<file path="config.mk">
export PLATFORM = sky130hd
export DESIGN_NAME = adc_spi_sampler
export DESIGN_NICKNAME = d
export VERILOG_FILES = /design/src/rtl/adc_spi_sampler_pkg.sv /design/src/rtl/adc_sck_gen.sv /design/src/rtl/adc_spi_sampler.sv
export SDC_FILE = /design/constraint.sdc
export NUM_CORES = 1
export LEC_CHECK = 0
export ABC_AREA = 1
export CORE_UTILIZATION = 40
export CTS_CLUSTER_DIAMETER = 100
export DETAILED_ROUTE_END_ITERATION = 6
export DONT_BUFFER_PORTS = 1
export GPL_ROUTABILITY_DRIVEN = 0
export SLEW_MARGIN = 25
export SYNTH_ARGS = -nofsm -noshare
export SYNTH_HDL_FRONTEND = slang
export SYNTH_SLANG_ARGS = --single-unit
</file>
<file path="constraint.sdc">
create_clock -name sysclk -period 4.1 [get_ports sysclk]
set_clock_uncertainty 0.1 [all_clocks]
set_input_delay 0.205 -clock sysclk [delete_from_list [all_inputs] [get_ports sysclk]]
set_output_delay 0.205 -clock sysclk [all_outputs]
set_load 0.01 [all_outputs]
</file>
<file path="src/rtl/adc_spi_sampler_pkg.sv">
// Shared types and frame constants for the MCP3002-style SPI ADC sampler.
package adc_spi_sampler_pkg;

  typedef enum logic [1:0] {
    IDLE,
    SETUP,
    XFER,
    DONE
  } state_t;

  localparam int FRAME_LEN      = 16;
  localparam int DATA_W         = 10;
  localparam int EDGE_W         = 5;
  localparam int FIRST_DATA_BIT = 7;
  localparam int LAST_DATA_BIT  = 16;

  localparam logic CMD_START = 1'b1;
  localparam logic CMD_SGL   = 1'b1;
  localparam logic CMD_MSBF  = 1'b1;

  // Frame bits are numbered 1..FRAME_LEN; anything past the command nibble is zero.
  function automatic logic frame_bit(input logic [EDGE_W-1:0] idx, input logic ch);
    logic b;
    case (idx)
      EDGE_W'(1): b = CMD_START;
      EDGE_W'(2): b = CMD_SGL;
      EDGE_W'(3): b = ch;
      EDGE_W'(4): b = CMD_MSBF;
      default:    b = 1'b0;
    endcase
    return b;
  endfunction

endpackage

</file>
<file path="src/rtl/adc_sck_gen.sv">
// Half-period timer for the SPI clock; strobes mark the sysclk edge on which SCK rises or falls.
module adc_sck_gen #(
  parameter int SCK_DIV = 25
) (
  input  logic sysclk,
  input  logic reset_n,
  input  logic run,
  input  logic toggle,
  output logic tick,
  output logic rise_en,
  output logic fall_en
);

  localparam int CW = (SCK_DIV > 2) ? $clog2(SCK_DIV) : 1;

  logic [CW-1:0] half_cnt;
  logic          phase;

  assign tick    = run && (half_cnt == CW'(SCK_DIV - 1));
  assign rise_en = tick && toggle && !phase;
  assign fall_en = tick && toggle && phase;

  // The counter restarts whenever the FSM idles, so every phase starts on a full half-period.
  always_ff @(posedge sysclk) begin
    if (!reset_n) begin
      half_cnt <= '0;
      phase    <= 1'b0;
    end else begin
      if (!run || tick) half_cnt <= '0;
      else              half_cnt <= half_cnt + 1'b1;

      if (!toggle)   phase <= 1'b0;
      else if (tick) phase <= ~phase;
    end
  end

endmodule

</file>
<file path="src/rtl/adc_spi_sampler.sv">
// Runs one 16-bit SPI frame per start request and publishes the 10-bit conversion result.
module adc_spi_sampler
  import adc_spi_sampler_pkg::*;
#(
  parameter int SCK_DIV = 25
) (
  input  logic              sysclk,
  input  logic              reset_n,
  input  logic              start,
  input  logic              channel,
  output logic              adc_cs,
  output logic              adc_sck,
  output logic              adc_mosi,
  input  logic              adc_miso,
  output logic [DATA_W-1:0] data_out,
  output logic              data_valid,
  output logic              busy
);

  state_t              state, state_next;
  logic                ch_latched;
  logic [EDGE_W-1:0]   rise_cnt;
  logic [EDGE_W-1:0]   rise_next;
  logic [DATA_W-1:0]   shreg;
  logic                sck_run, sck_toggle;
  logic                tick, rise_en, fall_en;
  logic                last_fall;

  assign rise_next = rise_cnt + 1'b1;
  assign last_fall = fall_en && (rise_cnt == EDGE_W'(LAST_DATA_BIT));

  adc_sck_gen #(.SCK_DIV(SCK_DIV)) u_sck_gen (
    .sysclk  (sysclk),
    .reset_n (reset_n),
    .run     (sck_run),
    .toggle  (sck_toggle),
    .tick    (tick),
    .rise_en (rise_en),
    .fall_en (fall_en)
  );

  always_comb begin
    state_next = state;
    sck_run    = (state != IDLE);
    sck_toggle = (state == XFER);
    busy       = (state != IDLE);
    case (state)
      IDLE:    if (start)     state_next = SETUP;
      SETUP:   if (tick)      state_next = XFER;
      XFER:    if (last_fall) state_next = DONE;
      DONE:    if (tick)      state_next = IDLE;
      default:                state_next = IDLE;
    endcase
  end

  // Pin outputs are registered so the ADC never sees decode glitches on CS or SCK.
  always_ff @(posedge sysclk) begin
    if (!reset_n) begin
      state      <= IDLE;
      ch_latched <= 1'b0;
      rise_cnt   <= '0;
      shreg      <= '0;
      adc_cs     <= 1'b1;
      adc_sck    <= 1'b0;
      adc_mosi   <= 1'b0;
      data_out   <= '0;
      data_valid <= 1'b0;
    end else begin
      state      <= state_next;
      adc_cs     <= !((state_next == SETUP) || (state_next == XFER));
      data_valid <= 1'b0;
      case (state)
        IDLE: begin
          if (start) begin
            ch_latched <= channel;
            rise_cnt   <= '0;
            adc_mosi   <= frame_bit(EDGE_W'(1), channel);
          end
        end
        XFER: begin
          if (rise_en) begin
            adc_sck  <= 1'b1;
            rise_cnt <= rise_next;
            if (rise_next >= EDGE_W'(FIRST_DATA_BIT) && rise_next <= EDGE_W'(LAST_DATA_BIT))
              shreg <= {shreg[DATA_W-2:0], adc_miso};
          end
          // After falling edge n the line carries frame bit n+1 (zero beyond the frame).
          if (fall_en) begin
            adc_sck  <= 1'b0;
            adc_mosi <= frame_bit(rise_next, ch_latched);
          end
          if (last_fall) begin
            data_out   <= shreg;
            data_valid <= 1'b1;
          end
        end
        default: begin
        end
      endcase
    end
  end

endmodule

</file>
Word level (Yosys, flattened, before mapping)
Cells that the tools add are included.
- register bits after elaboration: 38
- logic and storage cells: 70
- $add $sub $neg: 2
- $lt $le $gt $ge: 2
- equality and inequality tests: 14
- muxes and demuxes: 15
- bitwise operators: 2
- reductions and logical operators: 24
- operator list (kind ; count):
    $add 5x1->5 const B ; 2
    $eq 5x2->1 const B ; 2
    $eq 5x5->1 const B ; 2
    $mux 5 ; 2
    $pmux 5 s2 ; 1
    $reduce_and 3->1 ; 3
    $mux 2 ; 4
    $pmux 2 s4 ; 1
    $reduce_and 2->1 ; 4
    $eq 2x2->1 const B ; 3
    $logic_and 1x1->1 ; 6
    $ne 2x2->1 const B ; 3
    $reduce_bool 2->1 ; 3
    $eq 5x1->1 const B ; 1
    $eq 5x3->1 const B ; 1
    $ge 5x3->1 const B ; 1
    $le 5x5->1 const B ; 1
    $mux 1 ; 5
    $eq 2x1->1 const B ; 2
    $pmux 1 s2 ; 2
    $logic_not 1->1 ; 3
    $reduce_or 3->1 ; 1
    $logic_not 2->1 ; 1
    $logic_or 1x1->1 ; 2
    2 further kinds ; 3

Logic depth before layout (Yosys ltp)
Gate-level depths: netlist (run 1).
- depth in word-level cells: 10
- mapped depth: 13
- depth with buffers taken out: 12

Cells and area by module
A second synthesis (run 1) with hierarchy kept.
- cells, all modules: 244
- area, all modules: 1851.8 um^2
- modules (own cells, without submodules) (module ; times used ; cells each ; area an instance (um^2)):
    adc_spi_sampler ; 1 ; 202 ; 1536.5
    adc_sck_gen ; 1 ; 42 ; 315.3

Least setup slack after synthesis (run 1)
No wires, ideal clock.
- path kind: register to register
- start point: reg rise_cnt[0]
- end point: reg shreg[1]
- library setup time: 113 ps
- arrival: 1377 ps
- setup slack: 2510 ps
- cell stages (with the launch flop): 13
- period minus slack after synthesis: 1590 ps
- cell sequence: dfxtp_1 inv_1 ha_1 nand2_1 nand2_1 nand2_1 nand2_1 nand2_1 nand2_1 nand2_2 buf_4 nor2_1 nor2_1
- longest elaborated chain between the ends: 4
- elaborated cells between the ends (all ways): 5
- those cells by class: add/sub (1); order compare (2); reduce/logical (2)
- ends and longest elaborated chain (element ; line ; source):
    from (decl) ; adc_spi_sampler.sv:22 ; logic [EDGE_W-1:0] rise_cnt;
    from (signal assigned) ; adc_spi_sampler.sv:83 ; rise_cnt <= rise_next;
    $add 5x1->5 (*) ; adc_spi_sampler.sv:29 ; assign rise_next = rise_cnt + 1'b1;
    $ge 5x3->1 or $le 5x5->1 (tied branches) ; adc_spi_sampler.sv:84 ; if (rise_next >= EDGE_W'(FIRST_DATA_BIT) && rise_next <= EDGE_W'(LAST_DATA_BIT))
    $logic_and 1x1->1 (*) ; adc_spi_sampler.sv:84 ;
    $reduce_and 3->1 (no line) (*) ; n/a ;
    to (signal assigned) ; adc_spi_sampler.sv:85 ; shreg <= {shreg[DATA_W-2:0], adc_miso};
    to (decl) ; adc_spi_sampler.sv:24 ; logic [DATA_W-1:0] shreg;
Mark *: on every way between the ends. The rest lies on a longest branch, timed or not.
A chain may end at the register's enable or synchronous reset.

Worst setup path in the final report (run 1)
- start point: reg u_sck_gen.half_cnt[0]
- end point: reg adc_cs
- longest elaborated chain between the ends: 10
- elaborated cells between the ends (all ways): 13
- those cells by class: eq/ne (3); mux (4); reduce/logical (6)
- ends and longest elaborated chain (element ; line ; source):
    from (decl) ; adc_sck_gen.sv:16 ; logic [CW-1:0] half_cnt;
    from (signal assigned) ; adc_sck_gen.sv:30 ; else half_cnt <= half_cnt + 1'b1;
    $eq 5x5->1 (*) ; adc_sck_gen.sv:19 ; assign tick = run && (half_cnt == CW'(SCK_DIV - 1));
    $logic_and 1x1->1 (*) ; adc_sck_gen.sv:19 ;
    $logic_and 1x1->1 (2 in a row) ; adc_sck_gen.sv:21 ; assign fall_en = tick && toggle && phase;
    $logic_and 1x1->1 ; adc_spi_sampler.sv:30 ; assign last_fall = fall_en && (rise_cnt == EDGE_W'(LAST_DATA_BIT));
    $mux 2 ; adc_spi_sampler.sv:50 ; XFER: if (last_fall) state_next = DONE;
    $pmux 2 s4 (*) ; adc_spi_sampler.sv:47 ; case (state)
    $eq 2x1->1 or $eq 2x2->1 (tied branches) ; adc_spi_sampler.sv:70 ; adc_cs <= !((state_next == SETUP) || (state_next == XFER));
    $logic_or 1x1->1 (*) ; adc_spi_sampler.sv:70 ;
    $logic_not 1->1 (*) ; adc_spi_sampler.sv:70 ;
    to (signal assigned) ; adc_spi_sampler.sv:70 ;
    to (decl) ; adc_spi_sampler.sv:11 ; output logic adc_cs,
Marked as above.

==> results.cfg, run 1 <==
[sta]
fin_crit_sh_pct = 52.2
drv_slew = 0
relSlewSlack_pct = 51.8
fmax_mhz = 467
fin_ws_ns = 1.96
fin_crit_ns = 2.14
rsz0062_at_grt = false
worst_pin_slew_ns = 0.721
setup-violations-final = 0
fin_setup_tns_ns = 0
hold_viol_final = 0

[synthesis]
syn_area_per_cell_um2 = 7.74
synth_edf_count = 0
ys_types = 28
synth_area_um2 = 1800
synthCells = 232
synth_nets = 243
yosysSeqAreaShare_pct = 42.4
yosysWarnings = 0
ys_ff_latch = 38
ys.flop_type = dfxtp_1
async_reset_ff_share_pct = 0

[detailed_routing]
wl_per_cell_um = 10.8
final_antenna_net_count = 0
first_pass_iters = 4
num_vias = 1359
first_iter_violations = 125
via_per_inst = 4.77
route.detailed.drc = 0
wl_um = 3070

[critical_path]
arrival_ns = 2.19
rr_startpoint = u_sck_gen.half_cnt[0]
crit_path_start_kind = flop
critPathRequiredTime_ns = 4.15
rrSetupSlack_ns = 1.96
path_class = reg2reg
worstReg2RegEnd = adc_cs
crit_start = u_sck_gen.half_cnt[0]
reg2reg_depth = 9
critPathSlowestCell = nor2_4
path_max_fanout = 22
critPathMaxStageDelay_ns = 0.56
worstSetupEndpointType = flop
path_cells = inv_1 > ha_1 > nand4_4 > nor2_2 > nand2_2 > nor2_4 > inv_1 > nand3_1 > nand3_1

[place]
dp_cells = 274
portBuffers = 0
dpl.hpwl_um = 2130
dp_worst_setup_slack_ns = 1.98
placed_area_um2 = 1770

[pwr]
max-vdd-ir-drop_mv = 0.205
power.density_nw_per_um2 = 367
intPower_uw = 529
p_leak_uw = 0.000834
p_clk_share_pct = 37.6
power.switching_uw = 164
p_comb_share_pct = 6.8
pwr-share-seq_pct = 55.7
switching_share_pct = 23.7

[clock_tree]
clk_latency_ns = 0.29
tritoncts = done
path_clk_slew_ns = 0.07
htreeDepth = 2
cts.sinks = 38
clk_path_buf_depth = 2
cts-resized-gates = 0
cts_setup_buffers = 0
cts-root-buf = clkbuf_8
numCtsBuffers = 5

[global_routing]
antenna_found_initial = 0
grt_overflow_total = 0
track_usage_pct = 15.0
grt_start_max_net_pins = 29
first_global_vias = 1162
grt_first_pass_wirelength_um = 5060

[layout]
syn_to_final_growth_pct = 5.16
final_cell_count_no_fill = 285
diodes = 0
nets = 245
n_fill_cell = 421
final_cell_area_um2 = 1890
drive_gt1_share_pct = 14.0

[worst_hold_path]
min_path_cells = 2
hold_path_class = in2reg
hold_start = reset_n
worstHoldEndpoint = rise_cnt[3]

[floorplanning]
io_pins = 20
core_um2 = 4140
die-area_um2 = 4760
start_util_pct = 43.3
rows = 23
dieWidth_um = 69.0
chipHeight_um = 69.0

[run_status]
status = complete, no violations

[flow_run]
cap_violations = 0
## per-stage QoR
stage | util [%] | hold WS, ns | power (uW)
after floorplan | - | 0.240 | 433
after global placement | 42.8 | 0.194 | 435
after detailed placement | 42.8 | 0.198 | 435
after CTS | 45.7 | 0.0179 | 706
after global routing | 45.6 | 0.0365 | 730
final | 45.6 | 0.0234 | 694
## state kept, by name, summed over array words and instances (netlist names)
register	cells
rise_cnt	5
u_sck_gen.phase	1
data_valid	1
adc_sck	1
adc_mosi	1
data_out	10
shreg	10
state	2
adc_cs	1
ch_latched	1
u_sck_gen.half_cnt	5
## metal layers
layer  part of all wire (%)  global-route usage [%]
met5                      0                       0
met4                    2.0                    8.42
met3                    5.1                    6.41
met2                     42                    22.7
met1                     51                    17.6
## logic make-up (layout without fill, tap and decap cells)
family / count (synthesis) / count (layout) / synth area share, %
and+or+nand+nor: 108 / 108 / 26.3
xor gates and xnor gates: 2 / 2 / 0.976
AOI/OAI and AO/OA: 38 / 38 / 14.6
buffers and inverters: 40 / 43 / 11.5
DFF: 38 / 38 / 42.4
adders and majority gates: 6 / 6 / 4.18
## area by class of cell
class	count	area (um^2)	area share [%]
multi-input combinational	154	828	43.9
sequential	38	761	40.3
inverter	32	120	6.36
clock buffer	7	86.3	4.57
tap	50	62.6	3.31
timing repair buffer	3	25.0	1.33
clock inverter	1	5.00	0.265
## worst max-delay path by stage
stage and endpoint:
3_3_place_gp adc_cs, 4_1_cts adc_cs, 2_1_floorplan shreg[1], 5_1_grt adc_cs, 3_5_place_dp adc_cs, 6_report adc_cs
## timing repair
item,4_1_cts,5_1_grt
hold buffers,3,0
endpoints found under the hold margin,28,0
endpoints found under the setup margin,0,0
## critical path: cells and delay by family (launching register included)
kind	cells	cell delay (ns)
fa+ha+maj	1	0.18
buf+inv	2	0.24
flops	1	0.34
simple gates	6	1.14
## power groups by stage
stage	Clock [uW]	Sequential, uW	Combinational, uW
final	261	386	46.8
after global routing	289	387	54.1
after CTS	272	386	47.6
after detailed placement	0	395	40.4
after global placement	0	394	40.6
after floorplan	0	391	42.0
## layout by cell type (no fill, tap or decap)
| cell | Yosys | routed |
|---|---|---|
| a21oi_1 | 11 | 11 |
| a21oi_2 | 9 | 9 |
| a22oi_1 | 1 | 1 |
| and3_1 | 1 | 1 |
| buf_2 | 1 | 1 |
| clkbuf_1 | 0 | 1 |
| clkbuf_8 | 1 | 6 |
| clkinv_1 | 1 | 1 |
| clkinv_2 | 0 | 1 |
| dfxtp_1 | 38 | 38 |
| dlygate4sd3_1 | 0 | 2 |
| ha_1 | 6 | 6 |
| inv_1 | 31 | 31 |
| nand2_1 | 45 | 45 |
| nand2_2 | 3 | 3 |
| nand3_1 | 12 | 12 |
| nand3b_1 | 1 | 1 |
| nand4_1 | 2 | 2 |
| nand4_4 | 1 | 1 |
| nor2_1 | 39 | 39 |
| nor2_2 | 2 | 2 |
| nor2_4 | 1 | 1 |
| nor3b_1 | 1 | 1 |
| o21ai_0 | 7 | 7 |
| o21ai_2 | 9 | 9 |
| o21bai_1 | 1 | 1 |
| xnor2_1 | 1 | 1 |
| xor2_1 | 1 | 1 |
## cell usage after synthesis (2+ instances only)
cell type | count | area (um^2)
o21ai_2 | 9 | 78.8
o21ai_0 | 7 | 35.0
a21oi_2 | 9 | 78.8
a21oi_1 | 11 | 55.1
nand2_1 | 45 | 169
ha_1 | 6 | 75.1
nand2_2 | 3 | 18.8
nand3_1 | 12 | 60.1
buf_6 | 4 | 45.0
nand4_1 | 2 | 12.5
nor2_2 | 2 | 12.5
inv_1 | 31 | 116
dfxtp_1 | 38 | 761
nor2_1 | 39 | 146
Note: power is estimated with default switching activity, not from simulation.
==> inputs of run 2 (changes only) <==
==> constraint.sdc (replaced) <==
create_clock -name sysclk -period 2.17 [get_ports sysclk]
set_clock_uncertainty 0.1 [all_clocks]
set_input_delay 0.1085 -clock sysclk [delete_from_list [all_inputs] [get_ports sysclk]]
set_output_delay 0.1085 -clock sysclk [all_outputs]
set_load 0.01 [all_outputs]
==> run 2 against run 1 <==
Effect of this change: critical path type unchanged; first-iteration DRC count decreased by 56%; critical endpoint is now shreg[5]; clock power is 120% higher; setup slack got worse by 1.6 ns; maximum frequency increased by 16%; sequential power grew 89%; utilization grew 1.5 points.
==> results.cfg, run 2 (same netlist as run 1, synthesis figures left out) <==
[clock_tree]
cts-root-buf = clkbuf_8
numCtsBuffers = 5
cts_setup_buffers = 0
clk_latency_ns = 0.28
clk_path_buf_depth = 2
path_clk_slew_ns = 0.08
cts.sinks = 38
htreeDepth = 2
cts-resized-gates = 0
tritoncts = done
postCtsHoldBufs = 4

[pwr]
power.density_nw_per_um2 = 721
p_leak_uw = 0.000861
max-vdd-ir-drop_mv = 0.447

[layout]
reg.largest.list = data_out x10, shreg x10
layout_commonest_cell = nand2_1
drive_gt1_share_pct = 14.8
n_fill_cell = 425
diodes = 0
utilization_pct = 47.1
nets = 247
final_cell_area_um2 = 1950
final_cell_mix = nand2_1 (45), nor2_1 (39), dfxtp_1 (38)
syn_to_final_growth_pct = 8.64

[sta]
worst_pin_slew_ns = 0.337
drv_slew = 0
fin_crit_sh_pct = 85.1
relSlewSlack_pct = 77.5
fin_setup_tns_ns = 0
setup-violations-final = 0
hold_viol_final = 0
rsz0062_at_grt = false
fin_crit_ns = 1.85
fmax_mhz = 541

[floorplanning]
die-area_um2 = 4760
rows = 23
chipHeight_um = 69.0
dieWidth_um = 69.0
start_util_pct = 43.3
core_um2 = 4140
io_pins = 20

[global_routing]
track_usage_pct = 15.2
grt_overflow_total = 0
antenna_found_initial = 0
first_global_vias = 1270
grt_first_pass_wirelength_um = 5420
grt_start_max_net_pins = 31

[detailed_routing]
final_antenna_net_count = 0
first_iter_violations = 55
num_vias = 1346
wl_per_cell_um = 10.9
via_per_inst = 4.69
first_pass_iters = 4
wl_um = 3140
route.detailed.drc = 0

[place]
placed_area_um2 = 1790
dpl.hpwl_um = 2220
portBuffers = 0

[critical_path]
worstSetupEndpointType = flop
crit_path_start_kind = flop
path_max_fanout = 20
path_class = reg2reg
arrival_ns = 1.92
critPathRequiredTime_ns = 2.24

[worst_hold_path]
hold_path_class = in2reg

[flow_run]
cap_violations = 0

[run_status]
status = complete, no violations
## run 2: critical path: stages, from the launching register on
cell     delay, ns
dfxtp_1       0.42
inv_1         0.12
ha_1          0.32
nand2_1       0.07
nand2_1       0.04
nand2_1       0.06
nand2_1       0.05
nand2_1       0.05
nand2_1       0.05
nand2_2       0.26
nand2_1       0.09
nand2_1       0.07
nor2_1        0.03
## run 2: layer usage
metal	up-vias	global-route usage, %	wire length (um)
li1	732	-	-
met1	599	18.8	1560
met2	13	24.9	1430
met3	2	4.93	129
met4	0	4.59	17
met5	-	0	0
## run 2: final timing paths
kind,endpoint,start,slack [ns],depth (start not counted)
setup / recovery,shreg[5],rise_cnt[0],0.32,12
hold / removal,adc_mosi,start,0.06,3
setup reg to reg,shreg[5],rise_cnt[0],0.32,12
hold reg to reg,data_out[9],shreg[9],0.37,2
## run 2: final cells by class
class / count / area (um^2) / share of cell area (%)
clock inverters: 3 / 40.0 / 2.05
flip-flops and latches: 38 / 761 / 39.0
multi-input cells: 154 / 828 / 42.5
inverters: 32 / 120 / 6.16
well taps: 50 / 62.6 / 3.21
repair buffers: 5 / 70.1 / 3.59
clock buffers: 5 / 68.8 / 3.53
## run 2: metrics by stage
| stage | total power (uW) | setup WS (ns) | std cells | hold slack, ns |
|---|---|---|---|---|
| global route | 1480 | 0.131 | 287 | 0.0821 |
| finish | 1410 | 0.323 | 287 | 0.0569 |
| floorplan | 819 | 0.580 | 232 | 0.143 |
| global placement | 821 | 0.381 | 275 | 0.0976 |
| CTS | 1420 | 0.326 | 287 | 0.0400 |
| detailed placement | 821 | 0.345 | 275 | 0.0995 |
## run 2: where the power goes
part | internal (uW) | total (uW) | switching (uW)
Sequential | 712 | 729 | 17.1
Combinational | 36.0 | 94.5 | 58.5
Clock | 338 | 582 | 244
